--- src/rtl/alu_serial_pkg.sv ---
// Shared definitions for the bit-serial ALU controller.
// Holds the op code encodings, the result-select encodings and the controller state type.
package alu_serial_pkg;

  localparam logic [2:0] OP_AND = 3'b000;
  localparam logic [2:0] OP_OR  = 3'b001;
  localparam logic [2:0] OP_ADD = 3'b010;
  localparam logic [2:0] OP_SUB = 3'b110;
  localparam logic [2:0] OP_SLT = 3'b111;

  // op[1:0] picks which slice output becomes the result bit
  localparam logic [1:0] SEL_AND  = 2'b00;
  localparam logic [1:0] SEL_OR   = 2'b01;
  localparam logic [1:0] SEL_SUM  = 2'b10;
  localparam logic [1:0] SEL_LESS = 2'b11;

  typedef enum logic [1:0] {
    IDLE = 2'b00,
    RUN  = 2'b01,
    DONE = 2'b10
  } state_e;

endpackage

--- src/rtl/alu_serial_ctrl_slice.sv ---
// Combinational 1-bit ALU slice: optional b inversion, full adder and a 4:1 result select.
module alu_bit_slice
  import alu_serial_pkg::*;
(
  input  logic       a,
  input  logic       b,
  input  logic       cin,
  input  logic       less,
  input  logic [2:0] op,
  output logic       result,
  output logic       cout,
  output logic       sum
);

  logic b_eff;

  assign b_eff = op[2] ? ~b : b;
  assign sum   = a ^ b_eff ^ cin;
  assign cout  = (a & b_eff) | (cin & (a ^ b_eff));

  always_comb begin
    result = 1'b0;
    case (op[1:0])
      SEL_AND:  result = a & b_eff;
      SEL_OR:   result = a | b_eff;
      SEL_SUM:  result = sum;
      SEL_LESS: result = less;
      default:  result = 1'b0;
    endcase
  end

endmodule

--- src/rtl/alu_serial_ctrl.sv ---
// Bit-serial ALU controller: runs one alu_bit_slice over a WIDTH-bit operand pair, LSB first,
// one bit per clock, behind a valid/ready request port and a valid/ready result port.
module alu_serial_ctrl
  import alu_serial_pkg::*;
#(
  parameter int WIDTH = 32
) (
  input  logic             clk,
  input  logic             reset_n,
  input  logic             in_valid,
  output logic             in_ready,
  input  logic [WIDTH-1:0] a,
  input  logic [WIDTH-1:0] b,
  input  logic [2:0]       op,
  output logic             out_valid,
  input  logic             out_ready,
  output logic [WIDTH-1:0] result,
  output logic             zero,
  output logic             cout,
  output logic             overflow
);

  localparam int CW = $clog2(WIDTH);
  localparam logic [CW-1:0] CNT_LAST = CW'(WIDTH - 1);

  state_e           state_q, state_d;
  logic [CW-1:0]    cnt_q, cnt_d;
  logic             carry_q, carry_d;
  logic [WIDTH-1:0] a_q, a_d;
  logic [WIDTH-1:0] b_q, b_d;
  logic [2:0]       op_q, op_d;
  logic [WIDTH-1:0] result_q, result_d;
  logic             zero_q, zero_d;
  logic             cout_q, cout_d;
  logic             overflow_q, overflow_d;

  logic             slice_result;
  logic             slice_cout;
  logic             slice_sum;
  logic             msb_overflow;
  logic [WIDTH-1:0] shifted_result;
  logic [WIDTH-1:0] final_result;

  // The LESS bit is patched in after the MSB is known, so the slice's less input stays 0.
  alu_bit_slice u_slice (
    .a      (a_q[cnt_q]),
    .b      (b_q[cnt_q]),
    .cin    (carry_q),
    .less   (1'b0),
    .op     (op_q),
    .result (slice_result),
    .cout   (slice_cout),
    .sum    (slice_sum)
  );

  assign msb_overflow   = carry_q ^ slice_cout;
  assign shifted_result = {slice_result, result_q[WIDTH-1:1]};
  assign final_result   = (op_q[1:0] == SEL_LESS)
                          ? {{(WIDTH-1){1'b0}}, slice_sum ^ msb_overflow}
                          : shifted_result;

  always_comb begin
    state_d    = state_q;
    cnt_d      = cnt_q;
    carry_d    = carry_q;
    a_d        = a_q;
    b_d        = b_q;
    op_d       = op_q;
    result_d   = result_q;
    zero_d     = zero_q;
    cout_d     = cout_q;
    overflow_d = overflow_q;

    case (state_q)
      IDLE: begin
        if (in_valid) begin
          a_d     = a;
          b_d     = b;
          op_d    = op;
          cnt_d   = '0;
          carry_d = op[2];
          state_d = RUN;
        end
      end
      RUN: begin
        carry_d  = slice_cout;
        result_d = shifted_result;
        if (cnt_q == CNT_LAST) begin
          result_d   = final_result;
          zero_d     = ~|final_result;
          cout_d     = slice_cout;
          overflow_d = msb_overflow;
          state_d    = DONE;
        end else begin
          cnt_d = cnt_q + CW'(1);
        end
      end
      DONE: begin
        if (out_ready) begin
          state_d = IDLE;
        end
      end
      default: state_d = IDLE;
    endcase
  end

  always_ff @(posedge clk or negedge reset_n) begin
    if (!reset_n) begin
      state_q    <= IDLE;
      cnt_q      <= '0;
      carry_q    <= 1'b0;
      a_q        <= '0;
      b_q        <= '0;
      op_q       <= '0;
      result_q   <= '0;
      zero_q     <= 1'b0;
      cout_q     <= 1'b0;
      overflow_q <= 1'b0;
    end else begin
      state_q    <= state_d;
      cnt_q      <= cnt_d;
      carry_q    <= carry_d;
      a_q        <= a_d;
      b_q        <= b_d;
      op_q       <= op_d;
      result_q   <= result_d;
      zero_q     <= zero_d;
      cout_q     <= cout_d;
      overflow_q <= overflow_d;
    end
  end

  assign in_ready  = (state_q == IDLE);
  assign out_valid = (state_q == DONE);
  assign result    = result_q;
  assign zero      = zero_q;
  assign cout      = cout_q;
  assign overflow  = overflow_q;

endmodule

--- config.mk ---
export PLATFORM = sky130hd
export DESIGN_NAME = alu_serial_ctrl
export DESIGN_NICKNAME = d
export VERILOG_FILES = /design/src/rtl/alu_serial_pkg.sv /design/src/rtl/alu_serial_ctrl_slice.sv /design/src/rtl/alu_serial_ctrl.sv
export SDC_FILE = /design/constraint.sdc
export NUM_CORES = 1
export LEC_CHECK = 0
export CAP_MARGIN = 20
export CORE_UTILIZATION = 46
export CTS_CLUSTER_DIAMETER = 120
export DETAILED_ROUTE_END_ITERATION = 10
export MAX_ROUTING_LAYER = met4
export PLACE_DENSITY = 0.82
export RECOVER_POWER = 50
export SLEW_MARGIN = 20
export SYNTH_ARGS = -nofsm -noshare
export SYNTH_HDL_FRONTEND = slang
export SYNTH_SLANG_ARGS = --single-unit
--- constraint.sdc ---
create_clock -name clk -period 2.5 [get_ports clk]
set_input_delay 0.375 -clock clk [delete_from_list [all_inputs] [get_ports clk]]
set_output_delay 0.375 -clock clk [all_outputs]
set_load 0.02 [all_outputs]
* Word-level counts from Yosys, hierarchy flattened *
Cells that the tools add are included.

cells by class
  add/subtract/negate cells = 1
  order comparisons = 1
  equal/unequal tests = 10
  multiplexer cells = 17
  bitwise operators = 9
  reduce and logical (&&, ||, !) cells = 10

operators with widths
  cell                 number
  $mux 32              2
  $reduce_or 32->1     1
  $bmux 1 s5           2
  $mux 5               2
  $pmux 5 s2           1
  $eq 2x2->1 const B   3
  $lt 5x6->1 const B   1
  $mux 2               3
  $ne 2x2->1 const B   3
  $pmux 2 s3           1
  $reduce_and 2->1     3
  $reduce_and 3->1     2
  $add 5x1->5 const B  1
  $eq 5x5->1 const B   1
  $eq 2x1->1 const B   2
  $logic_not 2->1      2
  $mux 1               4
  $pmux 1 s4           1
  $xor 1x1->1          4
  $and 1x1->1          2
  $ne 2x1->1 const B   1
  $or 1x1->1           2
  $pmux 1 s2           1
  $reduce_bool 2->1    1
  2 further kinds      2

storage, ports and cells
  flip-flop bits (word level) = 110
  input bits = 71

* Logic depth before layout (Yosys ltp) *
  word-level depth = 12
  mapped depth = 12
  gate-level depth less buffers = 10

* Modules after synthesis *
Synthesis repeated with hierarchy kept, for this count alone.

second synthesis, totals
  cell total of the unflattened synthesis = 361
  area, all modules = 4972.3 µm²

by module, submodules not included
  module           instances  cells an instance  area an instance (µm²)  seq. area each (µm²)
  alu_serial_ctrl  1          350                4873.4                  2752.6
  alu_bit_slice    1          11                 98.8                    0.0

* Least setup slack after synthesis *
Ideal clock, no wire load.

  kind = register to register
  from = register cnt_q[0]
  to = register zero_q, in the netlist zero
  setup time = 0.067 ns
  arrival time = 2.489 ns
  data required time = 2.433 ns
  slack = -0.056 ns
  cell stages (with the launch flop) = 11
  buffers on the path = 1
  clock period less this slack = 2.556 ns
  cells stage by stage = dfrtp_1 -> buf_6 -> mux4_2 -> mux2_4 -> o22ai_2 -> a211o_2 -> inv_2 -> fa_1 -> and3_1 -> a211oi_1 -> a32o_1

on the way
  cells in the longest elaborated chain, start to end = 12

RTL lines
  item                          RTL line                                                  text
  start: declaration            alu_serial_ctrl.sv:27                                     logic [CW-1:0] cnt_q, cnt_d;
  start signal: assignment      alu_serial_ctrl.sv:121                                    cnt_q <= cnt_d;
  $bmux 1 s5                    alu_serial_ctrl.sv:47                                     .b (b_q[cnt_q]),
  $mux 1 (not written as such)  alu_serial_ctrl.sv:47
  $not 1->1                     alu_serial_ctrl_slice.sv:17                               assign b_eff = op[2] ? ~b : b;
  $mux 1                        alu_serial_ctrl_slice.sv:17
  $xor 1x1->1                   alu_serial_ctrl_slice.sv:18, alu_serial_ctrl_slice.sv:19
  $and 1x1->1                   alu_serial_ctrl_slice.sv:19                               assign cout = (a & b_eff) | (cin & (a ^ b_eff));
  $or 1x1->1                    alu_serial_ctrl_slice.sv:19
  $xor 1x1->1                   alu_serial_ctrl.sv:56                                     assign msb_overflow = carry_q ^ slice_cout;
  $xor 1x1->1                   alu_serial_ctrl.sv:59                                     ? {{(WIDTH-1){1'b0}}, slice_sum ^ msb_overflow}
  $mux 32                       alu_serial_ctrl.sv:59
  $reduce_or 32->1              alu_serial_ctrl.sv:90                                     zero_d = ~|final_result;
  $logic_not 1->1               alu_serial_ctrl.sv:90
  end signal: assignment        alu_serial_ctrl.sv:127                                    zero_q <= zero_d;
  end: declaration              alu_serial_ctrl.sv:33                                     logic zero_q, zero_d;

Parallel ways exist; a longest one is shown, timed or not. The select of a mux whose other input is x is not followed.
A chain may end at the register's enable or synchronous reset.

* Worst setup path after layout *
Ends and elaborated chain as after synthesis.

==> reports/results.ini <==
[floorplanning]
design.die.area_um2 = 11000
start_util_pct = 47.4
ioPinCount = 108
fp.dieW_um = 105
rows = 37
core_area_um2 = 10300
die_y_um = 105

[global_routing]
gr-total-overflow = 0
grt_pass1_vias = 3445
grt_pass1_wl_mm = 17.6
grt_max_degree = 73
grt_usage_pct = 20.8
antenna_found_initial = 0

[power]
power.internal_w = 0.00556
clock_power_share_pct = 12.7
switchingPower_w = 0.00321
comb_power_share_pct = 49.4
peakVddDrop_mv = 0.632
p_sw_share_pct = 36.6
leakage_nw = 2.77
pwr-share-seq_pct = 37.9
finalPower_w = 0.00878
p_per_area_nw_per_um2 = 1360

[place]
portBuffers = 107
gp_congestion = 0.779
dpl.hpwl_mm = 7.37
detailed_place.area_um2 = 6150

[clocking]
numCtsBuffers = 9
cts.sinks = 110
cts_buffer_depth = 2
clk-insertion-delay-late_ns = 0.37
cts_max_level = 3
clk_pin_slew_ns = 0.11
tritoncts = built
cts_root_buffer = clkbuf_8

[drt]
drtIter0Drc = 113
vias = 3310
drc = 0
finalWirelength_mm = 10.5
dr.pass1.iters = 4
wl_per_cell_um = 17.3
ant_nets = 0
vias_per_cell = 5.44

[status]
status = finished, violations left
violations = negative setup slack

[synth]
ys_top_cells_by_area = dfrtp_1 (56%), mux2_2 (16%), a22o_1 (5.6%), mux2i_1 (3.7%), mux4_1 (2.7%)
ys_seq_elements = 110
yosys.area.top_type_share_pct = 56.5
synth_flop_cell = dfrtp_1
synth_edf_count = 0
syn_nets = 428
syn_avg_cell_area_um2 = 13.9
synthDistinctLibCells = 33
postSynthCellCount = 351
netlist_area_um2 = 4870
async_flop_share_pct = 100
seq_area_frac_synth_pct = 56.5
ys_warn_count = 0
yosys.area.top_type = dfrtp_1

[worst_setup_path]
critPathMaxFanout = 5
cp_data_required_time_ns = 2.81
worst-endpoint-arrival_ns = 2.94
path_class = reg -> reg
cp-end-kind = flip-flop
worstSetupStartpointType = flip-flop

[timing]
setup_viol = 3
worst_pin_slew_ns = 1.06
fmax_ghz = 0.380
drv_slew = 0
fin_ws_ns = -0.132
tns_ns = -0.234
rsz0062_at_grt = true
max_slew_margin_pct = 29.4
min_period_over_period_pct = 105
finalClockSkew_ns = 0.0168
hold_violations = 0
min_period_ns = 2.63

[hold_path]
hold_path_class = reg -> reg

[cells_and_area]
n_antenna_cell = 0
final_layout_size_suffix_gt1_share_pct = 27.1
nNetsFinal = 544
stdcell_area_um2 = 6460
syn_to_final_growth_pct = 32.5

[run]
maxCapViolations = 0

-- logic make-up after synthesis --
logic type / synth area share [%]
xor+xnor: 0.898
mux: 24.0
fa+ha+maj: 1.85
flops: 56.5
buf+inv: 2.49
compound gates: 8.86
simple gates: 5.42
-- path summary, 6_finish.rpt --
path / start / cells after the start / end / slack (ns)
min: overflow / 2 / overflow / 0.50
max reg2reg: cnt_q[0] / 10 / zero / -0.13
min reg2reg: overflow / 2 / overflow / 0.50
min in group asynchronous: reset_n / 2 / a_q[4] / 0.71
max in group asynchronous: reset_n / 3 / cnt_q[0] / 0.32
max: cnt_q[0] / 10 / zero / -0.13
-- worst max-delay path, stage by stage (launching register included) --
cell and delay (ns):
dfrtp_2 0.46, buf_4 0.14, mux4_2 0.50, mux2_4 0.29, o22ai_2 0.13, a211o_4 0.16, inv_4 0.04, fa_2 0.38
and3_4 0.16, a211oi_2 0.14, a32o_1 0.18
-- placed cells by master, fill, tap and decap left out, types with 3 or more instances in the layout --
cell / instances
xor2_1: 4
nor2_1: 9
nand2_1: 13
a22oi_1: 5
clkdlybuf4s50_1: 106
inv_1: 4
ha_1: 4
mux2i_1: 17
mux4_2: 6
mux2_2: 69
o21ai_0: 5
nor4_1: 7
nand4_1: 3
a211oi_2: 3
nand2b_1: 4
a21oi_1: 4
buf_12: 3
dfrtp_1: 109
clkbuf_8: 9
buf_4: 12
a22o_1: 31
nand3_1: 6
-- cell usage after synthesis (all sizes together), types with 2 or more instances --
| master | number |
|---|---|
| dfrtp | 110 |
| nand4 | 3 |
| a22o | 31 |
| nand2 | 13 |
| and2 | 3 |
| buf | 12 |
| a22oi | 5 |
| and3 | 2 |
| nor2 | 11 |
| a211oi | 4 |
| mux2i | 18 |
| xor2 | 4 |
| mux4 | 8 |
| nor4 | 7 |
| a21oi | 5 |
| mux2 | 70 |
| inv | 5 |
| nand2b | 4 |
| nor2b | 4 |
| ha | 4 |
| o21ai | 7 |
| nand3 | 6 |
| fa | 2 |
| clkbuf | 9 |
-- area by class of cell --
type,count,area (um2)
Fill cell,805,3820
Tap cell,136,170
Multi-Input combinational cell,215,2050
Clock buffer,10,128
Clock inverter,6,77.6
Timing Repair Buffer,126,1260
Sequential cell,110,2750
Inverter,5,21.3
-- power groups by stage --
stage               Clock [W]  Sequential [W]  Combinational (W)
finish                0.00111         0.00332            0.00434
global route          0.00121         0.00345            0.00472
CTS                   0.00114         0.00332            0.00412
detailed placement          0         0.00334            0.00397
global placement            0         0.00328            0.00382
floorplan                   0         0.00340            0.00245
-- flip-flops by register name, indices dropped and copies added (netlist names) --
name      flops
overflow      1
zero          1
op_q          3
b_q          32
cnt_q         5
result       32
a_q          32
carry_q       1
state_q       2
cout          1
-- per-layer routing --
layer / part of all wire, % / global-route usage (%)
met5: 0 / -
met4: 1.3 / 6.54
met3: 3.0 / 2.37
met2: 51 / 34.2
met1: 45 / 27.2
-- stage by stage --
stage | hold slack [ns] | worst slack [ns] | std cells | util, %
global placement | 0.391 | -0.110 | 585 | 59.9
floorplan | 0.0794 | -0.0124 | 351 | -
detailed placement | 0.403 | -0.214 | 585 | 59.9
CTS | 0.504 | -0.107 | 605 | 62.3
finish | 0.501 | -0.132 | 608 | 62.9
global route | 0.534 | -0.277 | 608 | 62.9
-- timing repair --
action / in CTS / in global routing
hold buffers: 1 / 0
setup buffers: 3 / 3
pin swaps: 5 / 7
gates resized for setup: 10 / 13
endpoints found under the hold margin: 32 / 0
endpoints found under the setup margin: 2 / 4
Power figures use the tool's default switching activity.
